[src/rtl/mc_decode_pkg.sv]
// Shared encodings for the multi-cycle instruction decoder.
// MC_DECODE_MUL_EN, when defined, enables the MULEX multiply sequencing.
package mc_decode_pkg;

  typedef enum logic [3:0] {
    S_FETCH  = 4'd0,
    S_DECODE = 4'd1,
    S_MEMADR = 4'd2,
    S_MEMRD  = 4'd3,
    S_MEMWB  = 4'd4,
    S_MEMWR  = 4'd5,
    S_EXECR  = 4'd6,
    S_EXECI  = 4'd7,
    S_ALUWB  = 4'd8,
    S_BRANCH = 4'd9,
    S_MULEX  = 4'd10
  } state_t;

  localparam logic [2:0] ALU_ADD = 3'd0;
  localparam logic [2:0] ALU_SUB = 3'd1;
  localparam logic [2:0] ALU_AND = 3'd2;
  localparam logic [2:0] ALU_ORR = 3'd3;
  localparam logic [2:0] ALU_EOR = 3'd4;
  localparam logic [2:0] ALU_MOV = 3'd5;

  localparam logic [3:0] CMD_ADD = 4'b0100;
  localparam logic [3:0] CMD_SUB = 4'b0010;
  localparam logic [3:0] CMD_AND = 4'b0000;
  localparam logic [3:0] CMD_ORR = 4'b1100;
  localparam logic [3:0] CMD_EOR = 4'b0001;
  localparam logic [3:0] CMD_MOV = 4'b1101;
  localparam logic [3:0] CMD_CMP = 4'b1010;

  localparam logic [1:0] RES_ALUOUT = 2'b00;
  localparam logic [1:0] RES_DATA   = 2'b01;
  localparam logic [1:0] RES_ALU    = 2'b10;
  localparam logic [1:0] RES_MUL    = 2'b11;

  localparam logic [1:0] SRCA_REG    = 2'b00;
  localparam logic [1:0] SRCA_PC     = 2'b01;
  localparam logic [1:0] SRCA_ALUOUT = 2'b10;

  localparam logic [1:0] SRCB_REG  = 2'b00;
  localparam logic [1:0] SRCB_IMM  = 2'b01;
  localparam logic [1:0] SRCB_FOUR = 2'b10;

`ifdef MC_DECODE_MUL_EN
  localparam bit MUL_EN = 1'b1;
`else
  localparam bit MUL_EN = 1'b0;
`endif

  typedef struct packed {
    logic       ir_write;
    logic       next_pc;
    logic       reg_w;
    logic       mem_w;
    logic       adr_src;
    logic       alu_op;
    logic       branch;
    logic       mul_start;
    logic [1:0] result_src;
    logic [1:0] alu_src_a;
    logic [1:0] alu_src_b;
  } ctrl_t;

  typedef struct packed {
    logic       valid;
    logic       arith;
    logic [2:0] code;
  } alu_dec_t;

  // arith marks the commands whose carry/overflow flags are meaningful
  function automatic alu_dec_t alu_decode(input logic [3:0] cmd);
    alu_dec_t d;
    d = '{valid: 1'b1, arith: 1'b0, code: ALU_ADD};
    case (cmd)
      CMD_ADD: begin d.code = ALU_ADD; d.arith = 1'b1; end
      CMD_SUB: begin d.code = ALU_SUB; d.arith = 1'b1; end
      CMD_CMP: begin d.code = ALU_SUB; d.arith = 1'b1; end
      CMD_AND: d.code = ALU_AND;
      CMD_ORR: d.code = ALU_ORR;
      CMD_EOR: d.code = ALU_EOR;
      CMD_MOV: d.code = ALU_MOV;
      default: d.valid = 1'b0;
    endcase
    return d;
  endfunction

endpackage

[src/rtl/mc_decode_fsm.sv]
// Main controller FSM: state register, multiply down-counter, Moore output table.
// MULEX is reachable only when MC_DECODE_MUL_EN is defined.
//
//   state  | meaning
//   FETCH  | read instruction, PC += 4
//   DECODE | read registers, precompute PC + 8
//   MEMADR | compute load/store address
//   MEMRD  | read data memory
//   MEMWB  | write loaded data to Rd
//   MEMWR  | write data memory
//   EXECR  | ALU op, register operand
//   EXECI  | ALU op, immediate operand
//   ALUWB  | write ALU (or multiplier) result to Rd
//   BRANCH | compute branch target
//   MULEX  | wait for multiplier
module mc_decode_fsm
  import mc_decode_pkg::*;
#(
  parameter int MUL_CYCLES = 4
) (
  input  logic       i_clk,
  input  logic       i_reset,
  input  logic [1:0] i_op,
  input  logic [1:0] i_funct_hi,
  input  logic       i_s_bit,
  input  logic [3:0] i_op2,
  input  logic       i_no_write,
  output ctrl_t      o_ctrl,
  output state_t     o_state
);

  localparam logic [3:0] MulLoad = 4'(MUL_CYCLES - 1);

  state_t     r_state;
  state_t     w_next;
  logic [3:0] r_mul_cnt;
  logic       r_from_mul;
  logic       w_is_mul;

  assign w_is_mul = MUL_EN && (i_op == 2'b00) && (i_funct_hi == 2'b00) && (i_op2 == 4'b1001);
  assign o_state  = r_state;

  always_ff @(posedge i_clk or posedge i_reset) begin
    if (i_reset) begin
      r_state    <= S_FETCH;
      r_mul_cnt  <= 4'd0;
      r_from_mul <= 1'b0;
    end else begin
      r_state    <= w_next;
      r_from_mul <= (r_state == S_MULEX);
      if ((w_next == S_MULEX) && (r_state != S_MULEX)) begin
        r_mul_cnt <= MulLoad;
      end else if ((r_state == S_MULEX) && (r_mul_cnt != 4'd0)) begin
        r_mul_cnt <= r_mul_cnt - 4'd1;
      end
    end
  end

  always_comb begin
    w_next = S_FETCH;
    case (r_state)
      S_FETCH: w_next = S_DECODE;
      S_DECODE: begin
        case (i_op)
          2'b01:   w_next = S_MEMADR;
          2'b10:   w_next = S_BRANCH;
          2'b11:   w_next = S_FETCH;
          default: begin
            if (w_is_mul)           w_next = S_MULEX;
            else if (i_funct_hi[1]) w_next = S_EXECI;
            else                    w_next = S_EXECR;
          end
        endcase
      end
      S_MEMADR: w_next = i_s_bit ? S_MEMRD : S_MEMWR;
      S_MEMRD:  w_next = S_MEMWB;
      S_EXECR,
      S_EXECI:  w_next = i_no_write ? S_FETCH : S_ALUWB;
      S_MULEX:  w_next = (r_mul_cnt == 4'd0) ? S_ALUWB : S_MULEX;
      default:  w_next = S_FETCH;
    endcase
  end

  always_comb begin
    o_ctrl            = '0;
    o_ctrl.result_src = RES_ALUOUT;
    o_ctrl.alu_src_a  = SRCA_REG;
    o_ctrl.alu_src_b  = SRCB_REG;
    case (r_state)
      S_FETCH: begin
        o_ctrl.ir_write   = 1'b1;
        o_ctrl.next_pc    = 1'b1;
        o_ctrl.alu_src_a  = SRCA_PC;
        o_ctrl.alu_src_b  = SRCB_FOUR;
        o_ctrl.result_src = RES_ALU;
      end
      S_DECODE: begin
        o_ctrl.alu_src_a  = SRCA_PC;
        o_ctrl.alu_src_b  = SRCB_FOUR;
        o_ctrl.result_src = RES_ALU;
      end
      S_MEMADR: o_ctrl.alu_src_b = SRCB_IMM;
      S_MEMRD:  o_ctrl.adr_src = 1'b1;
      S_MEMWB: begin
        o_ctrl.result_src = RES_DATA;
        o_ctrl.reg_w      = 1'b1;
      end
      S_MEMWR: begin
        o_ctrl.adr_src = 1'b1;
        o_ctrl.mem_w   = 1'b1;
      end
      S_EXECR: o_ctrl.alu_op = 1'b1;
      S_EXECI: begin
        o_ctrl.alu_src_b = SRCB_IMM;
        o_ctrl.alu_op    = 1'b1;
      end
      S_ALUWB: begin
        o_ctrl.reg_w      = 1'b1;
        o_ctrl.result_src = (MUL_EN && r_from_mul) ? RES_MUL : RES_ALUOUT;
      end
      S_BRANCH: begin
        o_ctrl.alu_src_a  = SRCA_ALUOUT;
        o_ctrl.alu_src_b  = SRCB_IMM;
        o_ctrl.result_src = RES_ALU;
        o_ctrl.branch     = 1'b1;
      end
      // counter still holds its load value only in the first MULEX cycle
      S_MULEX: o_ctrl.mul_start = MUL_EN && (r_mul_cnt == MulLoad);
      default: ;
    endcase
    if (i_reset) begin
      o_ctrl.ir_write  = 1'b0;
      o_ctrl.next_pc   = 1'b0;
      o_ctrl.reg_w     = 1'b0;
      o_ctrl.mem_w     = 1'b0;
      o_ctrl.mul_start = 1'b0;
    end
  end

endmodule

[src/rtl/mc_decode.sv]
// Multi-cycle decoder top: ALU decode, PC-write logic and instruction-field decode.
// MC_DECODE_MUL_EN (see mc_decode_pkg) enables multiply sequencing.
module mc_decode
  import mc_decode_pkg::*;
#(
  parameter int ALUCTRL_W  = 3,
  parameter int MUL_CYCLES = 4
) (
  input  logic                 i_clk,
  input  logic                 i_reset,
  input  logic [1:0]           i_op,
  input  logic [5:0]           i_funct,
  input  logic [3:0]           i_rd,
  input  logic [3:0]           i_op2,
  output logic [1:0]           o_flag_w,
  output logic                 o_pcs,
  output logic                 o_next_pc,
  output logic                 o_reg_w,
  output logic                 o_mem_w,
  output logic                 o_ir_write,
  output logic                 o_adr_src,
  output logic [1:0]           o_result_src,
  output logic [1:0]           o_alu_src_a,
  output logic [1:0]           o_alu_src_b,
  output logic [1:0]           o_imm_src,
  output logic [1:0]           o_reg_src,
  output logic [ALUCTRL_W-1:0] o_alu_control,
  output logic                 o_mul_start,
  output logic [3:0]           o_state
);

  ctrl_t    w_ctrl;
  state_t   w_state;
  alu_dec_t w_alu;
  logic     w_no_write;

  assign w_alu      = alu_decode(i_funct[4:1]);
  assign w_no_write = !w_alu.valid || (i_funct[4:1] == CMD_CMP);

  mc_decode_fsm #(
    .MUL_CYCLES (MUL_CYCLES)
  ) u_fsm (
    .i_clk      (i_clk),
    .i_reset    (i_reset),
    .i_op       (i_op),
    .i_funct_hi (i_funct[5:4]),
    .i_s_bit    (i_funct[0]),
    .i_op2      (i_op2),
    .i_no_write (w_no_write),
    .o_ctrl     (w_ctrl),
    .o_state    (w_state)
  );

  always_comb begin
    o_alu_control = '0;
    o_flag_w      = 2'b00;
    if (w_ctrl.alu_op && w_alu.valid) begin
      o_alu_control[2:0] = w_alu.code;
      o_flag_w           = {i_funct[0], i_funct[0] & w_alu.arith};
    end
  end

  assign o_pcs        = ((i_rd == 4'hF) & w_ctrl.reg_w) | w_ctrl.branch;
  assign o_imm_src    = i_op;
  assign o_reg_src    = {i_op == 2'b01, i_op == 2'b10};

  assign o_next_pc    = w_ctrl.next_pc;
  assign o_reg_w      = w_ctrl.reg_w;
  assign o_mem_w      = w_ctrl.mem_w;
  assign o_ir_write   = w_ctrl.ir_write;
  assign o_adr_src    = w_ctrl.adr_src;
  assign o_result_src = w_ctrl.result_src;
  assign o_alu_src_a  = w_ctrl.alu_src_a;
  assign o_alu_src_b  = w_ctrl.alu_src_b;
  assign o_mul_start  = w_ctrl.mul_start;
  assign o_state      = w_state;

endmodule

[config.mk]
export PLATFORM = sky130hd
export DESIGN_NAME = mc_decode
export DESIGN_NICKNAME = d
export VERILOG_FILES = /design/src/rtl/mc_decode_pkg.sv /design/src/rtl/mc_decode_fsm.sv /design/src/rtl/mc_decode.sv
export SDC_FILE = /design/constraint.sdc
export NUM_CORES = 1
export LEC_CHECK = 0
export CAP_MARGIN = 20
export CORE_AREA = 8 8 45 47
export CTS_CLUSTER_DIAMETER = 50
export DETAILED_ROUTE_END_ITERATION = 8
export DIE_AREA = 0 0 53 55
export DONT_BUFFER_PORTS = 1
export PLACE_DENSITY = 0.7
export SYNTH_ARGS = -nofsm -noshare
export SYNTH_HDL_FRONTEND = slang
export SYNTH_SLANG_ARGS = --single-unit
export TNS_END_PERCENT = 50
[constraint.sdc]
create_clock -name i_clk -period 3.6 [get_ports i_clk]
set_input_delay 0.72 -clock i_clk [delete_from_list [all_inputs] [get_ports i_clk]]
set_output_delay 0.72 -clock i_clk [all_outputs]
set_load 0.01 [all_outputs]
==> flow_summary.yaml <==
sta:
  maxSlewViolCount: 0
  fin_crit_sh_pct: 71.2
  layout_setup_ws_ns: 1.04
  tns_ns: 0
  min_period_ns: 2.56
  relSlewSlack_pct: 39.2
  worstMarginPinSlew_ns: 0.904
  hold_violations: 0
  final-setup-viol-count: 0
  fmax_mhz: 390
  skew_ns: 0.00451
  rsz0062_at_grt: "false"
  whs_ns: 0.298
synth:
  synth_seq_cells: 8
  yosysTopAreaCell: "dfrtp_1"
  ys_warn_count: 0
  netlist_area_sq_um: 723
  synthArstFlopShare_pct: 100
  yosysTopAreaCellShare_pct: 27.7
  synth.net_count: 108
  ys_top_cells_by_area: "dfrtp_1, buf_4, inv_1"
  synth_edf_count: 0
  synthCells: 89
  ys_types: 37
  syn_avg_cell_area_sq_um: 8.13
  synth_ff_type: "dfrtp_1"
  seq_area_frac_synth_pct: 27.7
final_layout:
  layout_common_cells: "inv_1, nor2_1, dfrtp_1"
  final_cells: 99
  antenna_cells: 0
  drive_gt1_share_pct: 7.23
  area_delta_synth_final_pct: -3.11
  layout.nets: 104
detailed_routing:
  route.detailed.drc: 0
  drt-total-wl_mm: 1.61
  routed_via_density: 6.19
  wl_met1_um: 646
  firstDrtPassIters: 4
  drt_iter0_markers: 15
  vias: 613
  final_antenna_net_count: 0
  routed.top_layer: "met4"
  wl_met3_um: 219
  wl_met2_um: 728
  wl_per_cell_um: 16.2
setup_path:
  critPathMaxFanout: 9
  cp_slowest_stage_delay_ns: 0.71
  end_kind: "output pin"
  r2r-start: "u_fsm.o_state[1]$_DFF_PP0_"
  crit_type: "register to output pin"
  cp_cell_sequence: "or2_1 -> nor4_1"
  required_ns: 2.88
  cp_num_buf_inv: 0
  startpoint_type: "register"
  path_delay_family: "simple AND/OR/NAND/NOR gates"
  cp_slowest_cell: "nor4_1"
  crit_start: "u_fsm.o_state[2]$_DFF_PP0_"
  cp.arrival_ns: 1.84
placement:
  io_buffers: 0
  placed_cells: 96
  dp_hpwl_mm: 1.24
  gp_congestion: 0.741
  dp_worst_setup_slack_ns: 1.28
global_routing:
  grt_max_degree: 18
  grt_overflow: 0
  grt_use_total_pct: 11.0
  grt_pass1_vias: 582
  antenna_found_initial: 0
  grt_pass1_wl_mm: 2.46
clock_network:
  numCtsBuffers: 3
  cts_setup_buffers: 0
  cts_tree: "yes"
  postCtsHoldBufs: 0
  h-tree-depth: 1
  ctsResizeCount: 0
  clk_latency_ns: 0.25
  cts_root_buf: "clkbuf_4"
  clk_pin_slew_ns: 0.05
  cts_sinks: 8
  clk_path_buf_depth: 2
floorplan:
  row_count: 14
  die_area_sq_mm: 0.00292
  core_sq_mm: 0.00138
  pin_count: 44
  die_x_um: 53
  start_util_pct: 52.3
  dieHeight_um: 55
run:
  maxCapViolCount: 0
power:
  p_leak_nw: 0.303
  peakVddDrop_mv: 0.295
  powerDensity_mw_per_mm2: 655
worst_hold_path:
  min_path_type: "input pin to asynchronous set/reset pin"
run_status:
  status: "completed"
-- area by class of cell --
cell class / count / area, sq um
multi-input cells: 64 / 428
fillers: 135 / 683
clock buffers: 3 / 22.5
inverters: 8 / 30.0
well taps: 16 / 20.0
flip-flops and latches: 8 / 200
-- per-layer routing --
| layer | track usage (%) | vias to the layer above |
|---|---|---|
| met1 | 11.5 | 285 |
| met2 | 18.0 | 30 |
| li1 | - | 296 |
| met5 | 0 | - |
| met4 | 7.76 | 0 |
| met3 | 4.28 | 2 |
-- metrics by stage --
step	power [mW]	area (sq um)	util, %
after floorplan	0.398	723	-
after global placement	0.394	678	49.0
after detailed placement	0.396	678	49.0
after CTS	0.466	701	50.6
after global routing	0.498	701	50.6
final	0.459	701	50.6
-- report_power, final --
part	leakage, nW	total [mW]	internal (mW)	switching [mW]
Sequential	0.108	0.191	0.109	0.0819
Combinational	0.182	0.201	0.0780	0.123
Clock	0.0138	0.0659	0.0380	0.0279
-- worst register-to-register path: cells and delay by family, from the launching register on --
| kind | cells | cell delay [ns] |
|---|---|---|
| flip-flops | 1 | 0.73 |
| AND/OR/NAND/NOR | 2 | 0.52 |
| multiplexers | 1 | 0.36 |
-- final timing paths --
path                                                   to  cells past startpoint  slack [ns]
min reg2reg                u_fsm.r_mul_cnt[1]$_DFFE_PP0P_                      2        0.54
max reg2reg                u_fsm.r_mul_cnt[3]$_DFFE_PP0P_                      3        1.87
min                        u_fsm.r_mul_cnt[2]$_DFFE_PP0P_                      1        0.30
max                                             o_next_pc                      2        1.04
max in group asynchronous      u_fsm.o_state[1]$_DFF_PP0_                      1        3.07
min in group i_clk         u_fsm.r_mul_cnt[1]$_DFFE_PP0P_                      2        0.54
-- synthesized netlist by cell type (2+ instances only) --
cell type  number
xnor2_1         3
inv_1           8
buf_4           4
dfrtp_1         8
or2_1           2
nand2b_1        4
mux2i_1         2
clkbuf_1        2
buf_6           2
nor3b_1         2
nor2_1          8
nand3b_1        4
nor3_1          4
nor4_1          3
o21ai_0         5
nor2b_1         2
nand2_1         3
a21oi_1         4
-- kinds of logic (layout without fill, tap and decap cells) --
family / Yosys count / after routing / synth area share [%]
XOR/XNOR: 4 / 4 / 4.85
buffers and inverters: 17 / 11 / 13.1
other: 1 / 1 / 0.519
AO/OA/AOI/OAI: 15 / 15 / 13.7
AND/OR/NAND/NOR: 40 / 40 / 34.1
flip-flops: 8 / 8 / 27.7
multiplexers: 3 / 3 / 4.33
adder cells (fa/ha/maj): 1 / 1 / 1.73
-- sequential cells by signal, indices dropped and copies added (netlist names) --
name / flops
u_fsm.r_mul_cnt: 4
u_fsm.o_state: 4
(Power assumes the default switching activity.)
